<file path="config.mk">
export PLATFORM = sky130hd
export DESIGN_NAME = uart_tx_arbiter
export DESIGN_NICKNAME = d
export VERILOG_FILES = /design/src/rtl/uart_tx_arbiter.sv
export SDC_FILE = /design/constraint.sdc
export NUM_CORES = 1
export LEC_CHECK = 0
export CORE_UTILIZATION = 41
export DETAILED_ROUTE_END_ITERATION = 7
export GPL_TIMING_DRIVEN = 1
export PLACE_DENSITY = 0.82
export SLEW_MARGIN = 20
export SYNTH_ARGS = -nofsm -noshare
export SYNTH_HDL_FRONTEND = slang
export SYNTH_SLANG_ARGS = --single-unit
</file>
<file path="constraint.sdc">
create_clock -name clk_50m -period 1.85 [get_ports clk_50m]
set_clock_uncertainty 0.2 [all_clocks]
set_input_delay 0.4625 -clock clk_50m [delete_from_list [all_inputs] [get_ports clk_50m]]
set_output_delay 0.4625 -clock clk_50m [all_outputs]
set_load 0.005 [all_outputs]
</file>
<file path="src/rtl/uart_tx_arbiter.sv">
// uart_tx_arbiter: round-robin, packet-level sharing of one uart transmitter among NREQ byte streams
module uart_tx_arbiter #(
  parameter int NREQ      = 4,
  parameter int MAX_BURST = 16
) (
  input  logic              clk_50m,
  input  logic              rst_n,
  input  logic [NREQ-1:0]   req,
  input  logic [8*NREQ-1:0] req_data,
  input  logic [NREQ-1:0]   req_last,
  output logic [NREQ-1:0]   req_ack,
  output logic [NREQ-1:0]   grant,
  output logic [7:0]        uart_din,
  output logic              uart_wr_en,
  input  logic              uart_tx_busy,
  output logic              busy
);
  localparam int PW = $clog2(NREQ);
  typedef enum logic [1:0] {IDLE, LOAD, WAIT_BUSY, WAIT_DONE} state_t;
  state_t state, state_n;
  logic [NREQ-1:0] grant_n, ack_n;
  logic [PW-1:0] ptr, ptr_n, g, g_n, win, cand;
  logic [7:0] din_n, byte_cnt, cnt_n;
  logic wr_n, last_q, last_n, found;
  assign busy = state != IDLE;
  // descending scan so the nearest index after ptr is the one left standing
  always_comb begin
    found = 1'b0;
    win = ptr;
    cand = '0;
    for (int k = NREQ; k >= 1; k--) begin
      cand = PW'((int'(ptr) + k) % NREQ);
      if (req[cand]) begin
        found = 1'b1;
        win = cand;
      end
    end
  end
  always_comb begin
    state_n = state;
    grant_n = grant;
    ack_n = '0;
    wr_n = 1'b0;
    din_n = uart_din;
    ptr_n = ptr;
    g_n = g;
    cnt_n = byte_cnt;
    last_n = last_q;
    case (state)
      IDLE: if (found) begin
        grant_n = '0;
        grant_n[win] = 1'b1;
        g_n = win;
        cnt_n = '0;
        state_n = LOAD;
      end
      LOAD: if (!uart_tx_busy) begin
        wr_n = 1'b1;
        ack_n[g] = 1'b1;
        din_n = req_data[8*g +: 8];
        last_n = req_last[g];
        cnt_n = byte_cnt + 8'd1;
        state_n = WAIT_BUSY;
      end
      WAIT_BUSY: state_n = uart_tx_busy ? WAIT_DONE : WAIT_BUSY;
      WAIT_DONE: if (!uart_tx_busy) begin
        if (last_q || byte_cnt == 8'(MAX_BURST) || !req[g]) begin
          ptr_n = g;
          grant_n = '0;
          state_n = IDLE;
        end else state_n = LOAD;
      end
      default: state_n = IDLE;
    endcase
  end
  always_ff @(posedge clk_50m or negedge rst_n) begin
    if (!rst_n) begin
      state <= IDLE;
      grant <= '0;
      req_ack <= '0;
      uart_wr_en <= 1'b0;
      uart_din <= '0;
      ptr <= PW'(NREQ - 1);
      g <= '0;
      byte_cnt <= '0;
      last_q <= 1'b0;
    end else begin
      state <= state_n;
      grant <= grant_n;
      req_ack <= ack_n;
      uart_wr_en <= wr_n;
      uart_din <= din_n;
      ptr <= ptr_n;
      g <= g_n;
      byte_cnt <= cnt_n;
      last_q <= last_n;
    end
  end
endmodule
</file>
== After elaboration in Yosys (flattened, before gate mapping) ==
Cells that the tools add are included.
Word-level totals
  memory bits (read-only): 0
  bits in writable memories: 0
  logic and storage cells: 88
  bits in registers: 32
  latch bits: 0
  input port bits: 43
  memories kept: 0
Operators by class
  bitwise logic cells: 1
  div/mod/pow operators: 0
  equality and inequality tests: 8
  $lt $le $gt $ge: 8
  multiply operators: 0
  multiplexer cells: 41
  $add $sub $neg: 5
  shift-type cells: 1
  reductions and logical operators: 15
Operators with widths (count)
  $shiftx A32 B6 Y8: 1
  $mux W4: 5
  $lt A2 B3 Y1 const B: 6
  $mux W1: 16
  $mux W8: 2
  $pmux W8 S2: 1
  $mux W2: 7
  $bmux W1 S2: 6
  $reduce_and A3 Y1: 3
  $add A8 B1 Y8 const B: 1
  $eq A8 B5 Y1 const B: 1
  $ne A2 B2 Y1 const B: 4
  $pmux W2 S4: 1
  $pmux W4 S2: 1
  $reduce_bool A2 Y1: 3
  $add A2 B1 Y2 const B: 2
  $add A2 B2 Y2 const B: 2
  $demux W1 S2: 2
  $eq A2 B2 Y1 const B: 2
  $ge A2 B1 Y1 const B: 2
  $reduce_and A2 Y1: 2
  $reduce_and A4 Y1: 1
  $eq A2 B1 Y1 const B: 1
  $logic_and A1 B1 Y1: 2
  4 further kinds: 5

== Logic depth before layout (Yosys ltp) ==
Gate-level depths: netlist (run 1).
  depth in word-level cells: 13
  gate-level depth with buffers: 7

== Least setup slack after synthesis (run 1) ==
Ideal clock, no wire load.
  path type: input to register
  start point: input port req[0]
  end point: register state[1]
  stages: 4
  slack: -141 ps
  data arrival time: 1666 ps
  path buffers: 0
  library setup time: 125 ps
  cells stage by stage: or4_4 -> or2_4 -> nand2_1 -> mux2_2
Between the ends
  longest elaborated chain between the ends: 8
RTL lines
  start, declared: line 8  | input logic [NREQ-1:0] req,
  $bmux W1 S2: line 33  | if (req[cand]) begin
  $mux W1 (implied by the code): line 33
  $mux W1 (3 in series): line 33
  $mux W1 *: line 33
  $ne A2 B2 Y1 (no line) *
  $reduce_and A3 Y1 (no line) *
  end signal, assigned: line 88  | state <= state_n;
  end, declared: line 20  | state_t state, state_n;
Every way passes the cells marked *; elsewhere a longest branch is shown, timed or not. The select of a mux whose other input is x is not followed.
A chain may end at the register's enable or synchronous reset.

== Final worst setup path (run 1) ==
  start point: register byte_cnt[1]
  end point: register grant[1]
Between the ends
  longest elaborated chain between the ends: 5
RTL lines
  start, declared: line 23  | logic [7:0] din_n, byte_cnt, cnt_n;
  start signal, assigned: line 95  | byte_cnt <= cnt_n;
  $eq A8 B5 Y1: line 67  | if (last_q || byte_cnt == 8'(MAX_BURST) || !req[g]) begin
  $logic_or A1 B1 Y1 (2 in series): line 67
  $ne A2 B2 Y1 (no line)
  $reduce_and A4 Y1 (no line)
  end signal, assigned: line 89  | grant <= grant_n;
  end, declared: line 12  | output logic [NREQ-1:0] grant,
No other way between the ends.

==> impl_metrics.py, run 1 <==
metrics = {
    "final_layout": {
        "diodes": 0,
        "nFillCells": 289,
        "regArea_sq_um": 803,
        "multi_input_area_sq_mm": 0.00105,
        "nets": 314,
        "drive_above_1_share_pct": 35.3,
        "syn_to_final_growth_pct": 64.9,
        "final_cell_mix": "clkdlybuf4s50_1, nand2_1, buf_4, dfrtp_1, mux4_2",
        "final_common_cell": "clkdlybuf4s50_1",
        "fin_cells": 316,
    },
    "setup_path": {
        "critical_path_class": "register to register",
        "arrival_ps": 1980,
        "crit_required_ps": 1830,
        "rrSetupSlack_ps": -150,
        "critPathLaunchType": "register",
        "reg2reg_depth": 6,
        "cp-end-kind": "register",
        "cp_max_fo": 4,
    },
    "synthesis": {
        "synth-edff-count": 0,
        "yosys.area_share.adder_pct": 4.18,
        "synth_simple_gate_area_share_pct": 17.4,
        "ys.flop_type": "dfrtp_1",
        "synth_top_family_by_area": "simple AND/OR/NAND/NOR gates",
        "synthDistinctLibCells": 43,
        "synth_nets": 214,
        "synth_cells": 165,
        "async_flop_share_pct": 100,
        "synth.area.mux_share_pct": 14.4,
        "synth_compound_area_share_pct": 15.7,
        "avgSynthCellArea_sq_um": 10.9,
        "ys_warn_count": 0,
        "synth_area_sq_mm": 0.00180,
        "synth-seq-area-share_pct": 44.7,
        "synth-seq-cells": 32,
        "synthXorXnorAreaFrac_pct": 0.487,
    },
    "floorplanning": {
        "dieArea_sq_mm": 0.00465,
        "initial_utilization_pct": 43.7,
        "row_count": 23,
        "pin_count": 61,
        "core_area_sq_mm": 0.00412,
        "die_h_um": 68.2,
        "dieWidth_um": 68.2,
    },
    "power_and_ir_drop": {
        "peakVddDrop_mv": 0.846,
        "finalPower_mw": 4.11,
        "leakage_nw": 1.30,
        "powerDensity_mw_per_mm2": 1390,
    },
    "worst_hold_path": {
        "worstHoldPathType": "register to register",
        "whs_path_depth": 2,
    },
    "global_route": {
        "grt_usage_pct": 23.3,
        "grt_max_degree": 33,
        "grt_overflow_total": 0,
        "grt_pass1_wl_um": 7900,
        "antenna_found_initial": 0,
        "grt_pass1_vias": 1691,
    },
    "timing": {
        "tightest_slew_ps": 409,
        "hold_slack_ps": 275,
        "rsz0062_at_grt": "true",
        "layout_setup_ws_ps": -151,
        "min_period_over_period_pct": 108,
        "setup_viol": 11,
        "hold_viol": 0,
        "timing.fmax_mhz": 500,
        "setup_tns_ps": -1270,
        "drv_slew": 0,
        "period_needed_ps": 2000,
        "max_slew_margin_pct": 72.7,
    },
    "drt": {
        "firstDrtPassIters": 4,
        "vias": 1761,
        "vias_per_cell": 5.57,
        "post_drt_wl_per_cell_um": 16.6,
        "postRouteAntennaNets": 0,
        "dr.first_iter.drc_count": 59,
        "wl_um": 5250,
        "drc": 0,
    },
    "placed_design": {
        "dp_worst_setup_slack_ps": -584,
        "gp_congestion": 0.814,
        "dp.cells": 299,
        "portBuffers": 60,
        "dp_hpwl_um": 3580,
    },
    "cts": {
        "clk_latency_ps": 290,
        "cts_htree_levels": 2,
        "cts.sinks": 32,
        "cts_buffers": 5,
        "cts_root_buf": "clkbuf_8",
        "clk_path_buf_depth": 2,
        "path_clk_slew_ps": 70,
        "tritoncts": "built",
    },
    "status": {
        "status": "finished, violations left",
        "violations": "setup timing",
    },
    "job": {
        "cap_violations": 0,
    },
}
==> kinds of logic after synthesis <==
| logic type | after synthesis |
|---|---|
| AND/OR/NAND/NOR | 64 |
| AO/OA/AOI/OAI | 35 |
| flip-flops | 32 |
| buffers and inverters | 14 |
| multiplexers | 13 |
| adder cells (fa/ha/maj) | 6 |
| XOR/XNOR | 1 |
==> sequential cells by signal, indices dropped and copies added, names as in the netlist <==
signal and count:
grant 4, state 2, req_ack 4, uart_wr_en 1, uart_din 8, g 2, byte_cnt 8, ptr 2
last_q 1
==> routing by layer <==
| layer | track usage [%] | wire [um] | part of all wire (%) |
|---|---|---|---|
| met5 | 0 | 0 | 0 |
| met4 | 7.55 | 127 | 2.4 |
| met3 | 4.17 | 281 | 5.4 |
| met2 | 40.1 | 2750 | 52 |
| met1 | 29.5 | 2090 | 40 |
==> cell usage after synthesis (3+ instances only) <==
master    number  share of area [%]
dfrtp_1       30                 42
nor2b_1        3                1.0
or3_1          3                1.0
mux4_2        10                 13
o21ai_0        8                2.2
clkbuf_1       4               0.83
nor2_1         6                1.3
ha_1           6                4.2
a21oi_1        8                2.2
nand2_1       37                7.7
a32o_1         5                2.8
inv_1          6                1.3
mux2_2         3                1.9
==> worst max-delay path: stages, from the launching register on <==
cell	delay, ps
dfrtp_1	380
inv_1	60
ha_2	150
or4b_4	490
o2111ai_4	260
o211ai_4	120
a32o_1	230
==> power by group <==
group	internal (mW)	switching [mW]	leakage, nW
Combinational	1.31	1.04	0.832
Clock	0.400	0.266	0.0552
Sequential	0.947	0.141	0.414
Total	2.66	1.45	1.30
==> area by class of cell <==
cell class | instances | area share [%]
inverters | 7 | 0.886
multi-input cells | 119 | 35.3
well taps | 50 | 2.11
flip-flops and latches | 32 | 27.1
clock inverters | 2 | 1.18
clock buffers | 6 | 2.45
repair buffers | 100 | 31.0
==> repair_timing <==
| action | 4_1_cts | 5_1_grt |
|---|---|---|
| hold buffers | 0 | 0 |
| pin swaps | 13 | 15 |
| resized for setup | 21 | 28 |
| setup buffers | 5 | 6 |
| endpoints found under the setup margin | 19 | 20 |
==> stage by stage <==
stage / area [sq um] / utilization (%)
final: 2970 / 72.1
after global routing: 2970 / 72.1
after CTS: 2880 / 70.0
after detailed placement: 2690 / 65.2
after global placement: 2690 / 65.2
after floorplan: 1810 / -
==> worst paths after layout <==
| kind | from | endpoint |
|---|---|---|
| worst max-delay path | byte_cnt[1]$_DFFE_PN0P_ | grant[1]$_DFFE_PN0P_ |
| worst min-delay path | uart_din[6]$_DFFE_PN0P_ | uart_din[6]$_DFFE_PN0P_ |
| worst max register to register | byte_cnt[1]$_DFFE_PN0P_ | grant[1]$_DFFE_PN0P_ |
| worst min register to register | uart_din[6]$_DFFE_PN0P_ | uart_din[6]$_DFFE_PN0P_ |
| max in group asynchronous | rst_n | ptr[1]$_DFFE_PN1P_ |
| min in group asynchronous | rst_n | uart_din[4]$_DFFE_PN0P_ |
Note: power is estimated with default switching activity, not from simulation.
==> inputs of run 2 (changes only) <==
Settings changed: HOLD_SLACK_MARGIN from default to 0.08.
==> results of run 2 <==
No change in the layout: final DEF, timing and power equal those of run 1.
